## config.mk

```make
export PLATFORM = sky130hd
export DESIGN_NAME = aidc_lite_comp_zrle
export DESIGN_NICKNAME = d
export VERILOG_FILES = /design/src/rtl/aidc_lite_zrle_pkg.sv /design/src/rtl/aidc_lite_zrle_enc.sv /design/src/rtl/aidc_lite_comp_zrle.sv
export SDC_FILE = /design/constraint.sdc
export NUM_CORES = 2
export LEC_CHECK = 0
export CAP_MARGIN = 15
export CORE_MARGIN = 10
export CORE_UTILIZATION = 25
export DETAILED_ROUTE_END_ITERATION = 10
export PLACE_DENSITY = 0.42
export SLEW_MARGIN = 20
export SYNTH_ARGS = -nofsm -noshare
export SYNTH_HDL_FRONTEND = slang
export SYNTH_HIERARCHICAL = 1
export SYNTH_SLANG_ARGS = --single-unit
```

## constraint.sdc

```tcl
create_clock -name clk -period 9.25 [get_ports clk]
set_clock_uncertainty 0.15 [all_clocks]
set_input_delay 1.85 -clock clk [delete_from_list [all_inputs] [get_ports clk]]
set_output_delay 1.85 -clock clk [all_outputs]
set_load 0.02 [all_outputs]
```

## src/rtl/aidc_lite_zrle_pkg.sv

```systemverilog
// ---------------------------------------------------------------------------
// aidc_lite_zrle_pkg
// Shared definitions for the AIDC-Lite zero-run-length (ZRLE) compressor:
// the algorithm prefix, stream size limits, the per-word pattern code table
// and the controller state encoding.
// Optional feature macro used by the top: AIDC_LITE_ZRLE_BYPASS_EN.
// ---------------------------------------------------------------------------
package aidc_lite_zrle_pkg;

    // Algorithm ID carried in bits [31:30] of the first output word
    localparam logic [1:0] PREFIX_ZRLE = 2'b01;

    // Worst-case stream: 2 prefix bits + 8 words x 66 bits
    localparam int ZRLE_MAX_BITS  = 530;
    localparam int ZRLE_CODE_BITS = 66;
    localparam int ZRLE_BLK_WORDS = 8;

    // Pattern code lengths (code only, symbols excluded)
    localparam logic [2:0] PAT_LEN_ZERO = 3'd6;  // ZZZZ / ZZZN
    localparam logic [2:0] PAT_LEN_ONE  = 3'd5;  // one nonzero symbol in sym3..sym1
    localparam logic [2:0] PAT_LEN_TWO  = 3'd4;  // two or three nonzero symbols
    localparam logic [2:0] PAT_LEN_ALL  = 3'd2;  // NNNN

    typedef enum logic [1:0] {
        IDLE    = 2'd0,
        COLLECT = 2'd1,
        DRAIN   = 2'd2
    } zrle_state_e;

    // Pattern code, right-aligned; nz = {sym3!=0, sym2!=0, sym1!=0, sym0!=0}
    function automatic logic [5:0] pattern_code(input logic [3:0] nz);
        logic [5:0] c;
        case (nz)
            4'b0000: c = 6'b000000;
            4'b0001: c = 6'b000001;
            4'b0010: c = 6'b000001;  // 00001
            4'b0100: c = 6'b000010;  // 00010
            4'b1000: c = 6'b000011;  // 00011
            4'b0011: c = 6'b000010;  // 0010
            4'b0101: c = 6'b000011;  // 0011
            4'b1001: c = 6'b000100;  // 0100
            4'b0110: c = 6'b000101;  // 0101
            4'b1010: c = 6'b000110;  // 0110
            4'b1100: c = 6'b000111;  // 0111
            4'b0111: c = 6'b001000;  // 1000
            4'b1011: c = 6'b001001;  // 1001
            4'b1101: c = 6'b001010;  // 1010
            4'b1110: c = 6'b001011;  // 1011
            4'b1111: c = 6'b000011;  // 11
            default: c = 6'b000000;
        endcase
        return c;
    endfunction

    // Pattern code length matching pattern_code()
    function automatic logic [2:0] pattern_len(input logic [3:0] nz);
        logic [2:0] l;
        case (nz)
            4'b0000, 4'b0001:                   l = PAT_LEN_ZERO;
            4'b0010, 4'b0100, 4'b1000:          l = PAT_LEN_ONE;
            4'b1111:                            l = PAT_LEN_ALL;
            default:                            l = PAT_LEN_TWO;
        endcase
        return l;
    endfunction

endpackage

```

## src/rtl/aidc_lite_zrle_enc.sv

```systemverilog
// ---------------------------------------------------------------------------
// aidc_lite_zrle_enc
// Combinational per-word encoder: pattern code followed by the nonzero
// symbols (sym3 first), left-aligned in a 66-bit field.
// Ports:
//   data  in  64  four 16-bit symbols, sym3 = data[63:48]
//   code  out 66  encoded bits, MSB-first, left-aligned, tail zero
//   len   out 7   number of valid bits in code (6..66)
// ---------------------------------------------------------------------------
module aidc_lite_zrle_enc
    import aidc_lite_zrle_pkg::*;
(
    input  logic [63:0] data,
    output logic [65:0] code,
    output logic [6:0]  len
);

    logic [3:0]  nz_s;
    logic [65:0] acc_s;
    logic [6:0]  len_s;

    assign nz_s = {|data[63:48], |data[47:32], |data[31:16], |data[15:0]};

    // Build the code right-aligned, appending symbols, then left-align it
    always_comb begin
        acc_s = 66'(pattern_code(nz_s));
        len_s = {4'b0000, pattern_len(nz_s)};
        for (int i = 3; i >= 0; i--) begin
            if (nz_s[i]) begin
                acc_s = {acc_s[49:0], data[i*16 +: 16]};
                len_s = len_s + 7'd16;
            end else begin
                acc_s = acc_s;
                len_s = len_s;
            end
        end
        code = acc_s << (7'd66 - len_s);
        len  = len_s;
    end

endmodule

```

## src/rtl/aidc_lite_comp_zrle.sv

```systemverilog
// ---------------------------------------------------------------------------
// aidc_lite_comp_zrle
// ZRLE compressor for one AIDC-Lite block of up to eight 64-bit words.
// Packs {PREFIX, code0, code1, ...} MSB-first into a 530-bit buffer and
// drains it as 32-bit words (sop on first, eop on last).
// Ports:
//   clk, rst                   clock, synchronous active-high reset
//   valid_i/sop_i/eop_i/data_i input word stream (accepted on valid_i&ready_o)
//   ready_o                    low while draining
//   valid_o/sop_o/eop_o        output framing, no backpressure
//   data_o [31:0]              compressed word, zero when valid_o is low
//   len_o  [9:0]               total stream bits, zero when valid_o is low
//   bypass_o                   (AIDC_LITE_ZRLE_BYPASS_EN only) one-cycle
//                              pulse instead of a stream when L > 512
// ---------------------------------------------------------------------------
module aidc_lite_comp_zrle
    import aidc_lite_zrle_pkg::*;
#(
    parameter logic [1:0] PREFIX   = PREFIX_ZRLE,
    parameter int         BUF_SIZE = ZRLE_MAX_BITS
) (
    input  logic        clk,
    input  logic        rst,
    input  logic        valid_i,
    input  logic        sop_i,
    input  logic        eop_i,
    input  logic [63:0] data_i,
    output logic        ready_o,
    output logic        valid_o,
    output logic        sop_o,
    output logic        eop_o,
    output logic [31:0] data_o,
    output logic [9:0]  len_o
`ifdef AIDC_LITE_ZRLE_BYPASS_EN
    ,
    output logic        bypass_o
`endif
);

    zrle_state_e         state_r, state_n_s;
    logic [BUF_SIZE-1:0] buf_r, buf_n_s;
    logic [9:0]          len_r, len_n_s;
    logic [3:0]          wcnt_r, wcnt_n_s;
    logic [4:0]          dcnt_r, dcnt_n_s;

    logic                ready_r;
    logic                valid_r, valid_n_s;
    logic                sop_r, sop_n_s;
    logic                eop_r, eop_n_s;
    logic [31:0]         data_r, data_n_s;
    logic [9:0]          olen_r, olen_n_s;

    logic [65:0]         code_s;
    logic [6:0]          clen_s;
    logic                accept_s;
    logic                last_s;
    logic                bypass_hit_s;
    logic [BUF_SIZE-1:0] first_buf_s;
    logic [BUF_SIZE-1:0] app_buf_s;

    aidc_lite_zrle_enc u_enc (
        .data (data_i),
        .code (code_s),
        .len  (clen_s)
    );

    assign accept_s    = valid_i & ready_r;
    assign first_buf_s = BUF_SIZE'({PREFIX, code_s}) << (BUF_SIZE - ZRLE_CODE_BITS - 2);
    assign app_buf_s   = (BUF_SIZE'(code_s) << (BUF_SIZE - ZRLE_CODE_BITS)) >> len_r;
    // Current drain word is the last once (dcnt+1)*32 covers all L bits
    assign last_s      = ({dcnt_r + 5'd1, 5'd0} >= len_r);

`ifdef AIDC_LITE_ZRLE_BYPASS_EN
    // No gain over raw 512 bits: skip the stream entirely
    assign bypass_hit_s = (dcnt_r == 5'd0) && (len_r > 10'd512);
`else
    assign bypass_hit_s = 1'b0;
`endif

    // Next-state, buffer packing and output word selection
    always_comb begin
        state_n_s = state_r;
        buf_n_s   = buf_r;
        len_n_s   = len_r;
        wcnt_n_s  = wcnt_r;
        dcnt_n_s  = dcnt_r;
        valid_n_s = 1'b0;
        sop_n_s   = 1'b0;
        eop_n_s   = 1'b0;
        data_n_s  = 32'd0;
        olen_n_s  = 10'd0;
        case (state_r)
            IDLE: begin
                if (accept_s && sop_i) begin
                    buf_n_s   = first_buf_s;
                    len_n_s   = 10'd2 + {3'b000, clen_s};
                    wcnt_n_s  = 4'd1;
                    dcnt_n_s  = 5'd0;
                    state_n_s = eop_i ? DRAIN : COLLECT;
                end else begin
                    state_n_s = IDLE;
                end
            end
            COLLECT: begin
                if (accept_s) begin
                    if (sop_i) begin
                        // Restart: prior words of the block are discarded
                        buf_n_s   = first_buf_s;
                        len_n_s   = 10'd2 + {3'b000, clen_s};
                        wcnt_n_s  = 4'd1;
                        dcnt_n_s  = 5'd0;
                        state_n_s = eop_i ? DRAIN : COLLECT;
                    end else if (wcnt_r == 4'(ZRLE_BLK_WORDS)) begin
                        // Overlong block: drop the extra word and drain
                        dcnt_n_s  = 5'd0;
                        state_n_s = DRAIN;
                    end else begin
                        buf_n_s   = buf_r | app_buf_s;
                        len_n_s   = len_r + {3'b000, clen_s};
                        wcnt_n_s  = wcnt_r + 4'd1;
                        dcnt_n_s  = 5'd0;
                        state_n_s = eop_i ? DRAIN : COLLECT;
                    end
                end else begin
                    state_n_s = COLLECT;
                end
            end
            DRAIN: begin
                if (bypass_hit_s) begin
                    buf_n_s   = '0;
                    len_n_s   = 10'd0;
                    wcnt_n_s  = 4'd0;
                    dcnt_n_s  = 5'd0;
                    state_n_s = IDLE;
                end else begin
                    valid_n_s = 1'b1;
                    sop_n_s   = (dcnt_r == 5'd0);
                    data_n_s  = buf_r[BUF_SIZE-1 -: 32];
                    olen_n_s  = len_r;
                    buf_n_s   = buf_r << 32;
                    dcnt_n_s  = dcnt_r + 5'd1;
                    if (last_s) begin
                        eop_n_s   = 1'b1;
                        buf_n_s   = '0;
                        len_n_s   = 10'd0;
                        wcnt_n_s  = 4'd0;
                        dcnt_n_s  = 5'd0;
                        state_n_s = IDLE;
                    end else begin
                        state_n_s = DRAIN;
                    end
                end
            end
            default: begin
                buf_n_s   = '0;
                len_n_s   = 10'd0;
                wcnt_n_s  = 4'd0;
                dcnt_n_s  = 5'd0;
                state_n_s = IDLE;
            end
        endcase
    end

    // State, buffer and registered outputs
    always_ff @(posedge clk) begin
        if (rst) begin
            state_r <= IDLE;
            buf_r   <= '0;
            len_r   <= 10'd0;
            wcnt_r  <= 4'd0;
            dcnt_r  <= 5'd0;
            ready_r <= 1'b1;
            valid_r <= 1'b0;
            sop_r   <= 1'b0;
            eop_r   <= 1'b0;
            data_r  <= 32'd0;
            olen_r  <= 10'd0;
        end else begin
            state_r <= state_n_s;
            buf_r   <= buf_n_s;
            len_r   <= len_n_s;
            wcnt_r  <= wcnt_n_s;
            dcnt_r  <= dcnt_n_s;
            ready_r <= (state_n_s != DRAIN);
            valid_r <= valid_n_s;
            sop_r   <= sop_n_s;
            eop_r   <= eop_n_s;
            data_r  <= data_n_s;
            olen_r  <= olen_n_s;
        end
    end

`ifdef AIDC_LITE_ZRLE_BYPASS_EN
    logic bypass_r;

    // One-cycle bypass pulse in place of the stream
    always_ff @(posedge clk) begin
        if (rst) begin
            bypass_r <= 1'b0;
        end else begin
            bypass_r <= (state_r == DRAIN) && bypass_hit_s;
        end
    end

    assign bypass_o = bypass_r;
`endif

    assign ready_o = ready_r;
    assign valid_o = valid_r;
    assign sop_o   = sop_r;
    assign eop_o   = eop_r;
    assign data_o  = data_r;
    assign len_o   = olen_r;

endmodule

```

==> run_summary.xml <==
<?xml version="1.0" encoding="UTF-8"?>
<metrics>
  <group name="run_status">
    <metric name="result_of_the_run" unit="">complete, no violations</metric>
  </group>
  <group name="min_path">
    <metric name="hp-start" unit="">buf_r[30]</metric>
    <metric name="hold-path-endpoint" unit="">buf_r[30]</metric>
    <metric name="min-delay-path-class" unit="">reg2reg</metric>
    <metric name="hold-path-cell-count" unit="">2</metric>
  </group>
  <group name="timing">
    <metric name="final_min_period" unit="ns">9.03</metric>
    <metric name="setup_viol" unit="">0</metric>
    <metric name="worstMarginPinSlew" unit="ns">1.24</metric>
    <metric name="finalCritPeriodShare" unit="%">97.6</metric>
    <metric name="grt_setup_unrepaired" unit="">false</metric>
    <metric name="total_neg_setup_slack" unit="ns">0</metric>
    <metric name="max_freq" unit="MHz">111</metric>
    <metric name="final.hold.worst_slack" unit="ns">0.304</metric>
    <metric name="worst_slew_margin_rel" unit="%">16.9</metric>
    <metric name="finalMaxSlewViolations" unit="">0</metric>
    <metric name="hold_viol" unit="">0</metric>
  </group>
  <group name="finish">
    <metric name="fin_area" unit="mm2">0.0533</metric>
    <metric name="finish.utilization" unit="%">31.4</metric>
    <metric name="ratio_of_cells_with_drive_above_1_in_the_final_layout" unit="%">21.0</metric>
    <metric name="final_net_count" unit="">5855</metric>
    <metric name="area_delta_synth_final" unit="%">24.6</metric>
  </group>
  <group name="placed_design">
    <metric name="placedInstanceArea" unit="mm2">0.0508</metric>
    <metric name="hpwlAfterDp" unit="mm">208</metric>
    <metric name="gp_weighted_congestion" unit="">1.02</metric>
    <metric name="portBuffers" unit="">114</metric>
  </group>
  <group name="critical_path">
    <metric name="reg2reg_depth" unit="">11</metric>
    <metric name="critical_path.most_common_cell" unit="">buf_4</metric>
    <metric name="rr_endpoint" unit="">buf_r[155]</metric>
    <metric name="worst_setup_path_end_kind" unit="">register</metric>
    <metric name="critical_path.reg2reg.startpoint" unit="">len_r[8]</metric>
    <metric name="timing.critical_path.required" unit="ns">9.63</metric>
    <metric name="r2r_setup_slack" unit="ns">3.95</metric>
    <metric name="critPathMaxFanout" unit="">18</metric>
    <metric name="worstPathArrival" unit="ns">9.41</metric>
    <metric name="cpPeakStageDelay" unit="ns">0.91</metric>
    <metric name="timing.setup.critical_path_class" unit="">in2reg</metric>
    <metric name="slowest_stage" unit="">a21oi_1</metric>
    <metric name="timing.critical_path.from_type" unit="">input pin</metric>
  </group>
  <group name="logic_synthesis">
    <metric name="synth.most_common_cell" unit="">dfxtp_1</metric>
    <metric name="proportion_of_register_bits_with_asynchronous_set_or_reset_after_synthesis" unit="%">0</metric>
    <metric name="yosys-top-cells-area" unit="">dfxtp_1, mux4_2, a22oi_1, o21ai_0, a21oi_1</metric>
    <metric name="yosysWarnings" unit="">6</metric>
    <metric name="synth_common_cells" unit="">dfxtp_1, o21ai_0, nor2_1, a21oi_1, nand2_1</metric>
    <metric name="synth_seq_area_share" unit="%">27.9</metric>
    <metric name="synthDistinctLibCells" unit="">99</metric>
    <metric name="synth_area" unit="mm2">0.0428</metric>
    <metric name="syn_avg_cell_area" unit="um2">7.99</metric>
    <metric name="yosys_register_bits" unit="">597</metric>
    <metric name="synth.top_cell.area_share" unit="%">27.9</metric>
    <metric name="yosysTopAreaCell" unit="">dfxtp_1</metric>
    <metric name="synthCells" unit="">5350</metric>
    <metric name="synth-edff-count" unit="">0</metric>
    <metric name="postSynthNetCount" unit="">5452</metric>
    <metric name="main_synth_ff_type" unit="">dfxtp_1</metric>
  </group>
  <group name="clocking">
    <metric name="clock_latency" unit="ns">0.70</metric>
    <metric name="tritoncts" unit="">done</metric>
    <metric name="path_clk_slew" unit="ns">0.06</metric>
    <metric name="cts-resized-gates" unit="">0</metric>
    <metric name="cts_post_setup_buffers_inserted" unit="">0</metric>
    <metric name="cts_sinks" unit="">597</metric>
    <metric name="clockBufferDepth" unit="">3</metric>
    <metric name="cts-htree-levels" unit="">3</metric>
    <metric name="tritoncts.num_buffers" unit="">72</metric>
    <metric name="clockRootBuffer" unit="">clkbuf_16</metric>
    <metric name="cts_hold_repair.buffers" unit="">0</metric>
  </group>
  <group name="floorplan">
    <metric name="effective_utilization_at_floorplan" unit="%">25.2</metric>
    <metric name="fp.coreArea" unit="mm2">0.170</metric>
    <metric name="die_height" unit="um">434</metric>
    <metric name="number_of_top_level_design_ports" unit="">115</metric>
    <metric name="placementRows" unit="">151</metric>
    <metric name="fp.dieArea" unit="mm2">0.188</metric>
    <metric name="die_w" unit="um">434</metric>
  </group>
  <group name="routing">
    <metric name="detailedRoute.firstIterationViolations" unit="">6984</metric>
    <metric name="vias_per_cell" unit="">6.41</metric>
    <metric name="routedWlPerCell" unit="um">35.6</metric>
    <metric name="drtPass1Iterations" unit="">10</metric>
    <metric name="drt_drc_violations_left" unit="">0</metric>
    <metric name="route.vias.total" unit="">51500</metric>
    <metric name="drt.antenna.violating_nets" unit="">0</metric>
    <metric name="totalWireLength" unit="mm">286</metric>
  </group>
  <group name="power">
    <metric name="power.leakage" unit="nW">18.7</metric>
    <metric name="worst_ir_drop_vdd" unit="uV">127</metric>
    <metric name="p_per_area" unit="mW/mm2">139</metric>
    <metric name="switching_share" unit="%">33.4</metric>
    <metric name="pwr-share-clk" unit="%">41.6</metric>
    <metric name="pwr-share-comb" unit="%">22.7</metric>
    <metric name="internal-power" unit="W">0.00495</metric>
    <metric name="p_seq_share" unit="%">35.6</metric>
    <metric name="p_sw" unit="W">0.00248</metric>
  </group>
  <group name="grt">
    <metric name="first_pass_grt_wire_length" unit="mm">397</metric>
    <metric name="grt_max_degree" unit="">171</metric>
    <metric name="overflow" unit="">0</metric>
    <metric name="grt_use_met1" unit="%">37.3</metric>
    <metric name="met2_usage" unit="%">44.6</metric>
    <metric name="gr-usage-all-layers" unit="%">29.1</metric>
    <metric name="grt_busiest_layer" unit="">met2</metric>
    <metric name="grt_antenna_before_repair" unit="">26</metric>
    <metric name="number_of_global_route_vias_before_repair" unit="">48300</metric>
    <metric name="global_route.usage.met3" unit="%">5.14</metric>
  </group>
  <group name="flow_run">
    <metric name="maxCapViolCount" unit="">0</metric>
  </group>
</metrics>
critical path, delay by kind of cell:
family	cells	cell delay, ns
adders and majority gates	2	0.62
and+or+nand+nor	4	1.10
buffers and inverters	7	1.55
muxes	2	0.81
AOI/OAI and AO/OA	10	3.42
registers in the layout, summed over array words and instances (netlist names):
signal   count
buf_r      530
data_o      32
dcnt_r       5
eop_o        1
len_o       10
len_r       10
ready_o      1
sop_o        1
state_r      2
valid_o      1
wcnt_r       4
through the flow:
stage                     instances  total power, W  setup WS, ns
after floorplan                5350         0.00339        0.0547
after global placement         7897         0.00432        -0.255
after detailed placement       7897         0.00432        -0.216
after CTS                      8025         0.00740         0.506
after global routing           8027         0.00757        0.0600
final                          8036         0.00743         0.223
how the worst max path moves through the flow:
stage	start	end	slack [ns]
finish	data_i[9]	buf_r[183]	0.22
global placement	data_i[14]	buf_r[180]	-0.25
global route	data_i[51]	buf_r[311]	0.06
floorplan	data_i[14]	buf_r[387]	0.05
detailed placement	data_i[51]	buf_r[224]	-0.22
CTS	data_i[9]	buf_r[308]	0.51
power by group through the flow:
stage | Combinational, W | Clock (W) | Sequential [W]
3_3_place_gp | 0.00162 | 0 | 0.00270
5_1_grt | 0.00171 | 0.00321 | 0.00264
6_report | 0.00169 | 0.00309 | 0.00264
3_5_place_dp | 0.00162 | 0 | 0.00270
2_1_floorplan | 0.000725 | 0 | 0.00267
4_1_cts | 0.00162 | 0.00314 | 0.00264
area by class of cell:
type / count / area (um2)
inverters: 55 / 211
well taps: 2218 / 2780
flip-flops and latches: 597 / 12000
multi-input cells: 4164 / 28700
clock inverters: 30 / 417
diodes: 11 / 27.5
fillers: 18200 / 116000
repair buffers: 863 / 7100
clock buffers: 98 / 2040
metal layers:
metal	vias up	wire, um
li1	21800	-
met1	25800	114000
met2	3179	125000
met3	735	25600
met4	12	21700
met5	-	102
cells in the final DEF, fill, tap and decap left out, types with 41 or more instances in the layout:
cell / netlist / routed
dfxtp_1: 597 / 590
nand2_1: 420 / 416
o21ai_0: 486 / 484
a222oi_1: 86 / 86
a221oi_1: 57 / 57
clkbuf_16: 0 / 73
inv_1: 46 / 42
a22oi_1: 343 / 343
a22o_1: 41 / 41
nand3_1: 91 / 91
a21oi_1: 456 / 456
and2_1: 78 / 77
a221o_1: 44 / 44
clkdlybuf4s50_1: 0 / 112
o31ai_1: 53 / 52
mux2_2: 67 / 67
nor3_1: 164 / 159
a211oi_1: 97 / 96
mux2i_1: 148 / 148
buf_4: 11 / 722
o211ai_1: 64 / 64
a31oi_1: 75 / 74
mux4_2: 139 / 139
nor2_1: 475 / 451
o22ai_1: 106 / 106
kinds of logic after synthesis:
family / share of synthesized area (%)
compound gates: 37.0
simple gates: 15.4
flops: 27.9
buf+inv: 5.63
mux: 12.6
fa+ha+maj: 0.983
xor+xnor: 0.512
other cells: 0.00877
No activity file was read; power rests on OpenSTA's default activity.
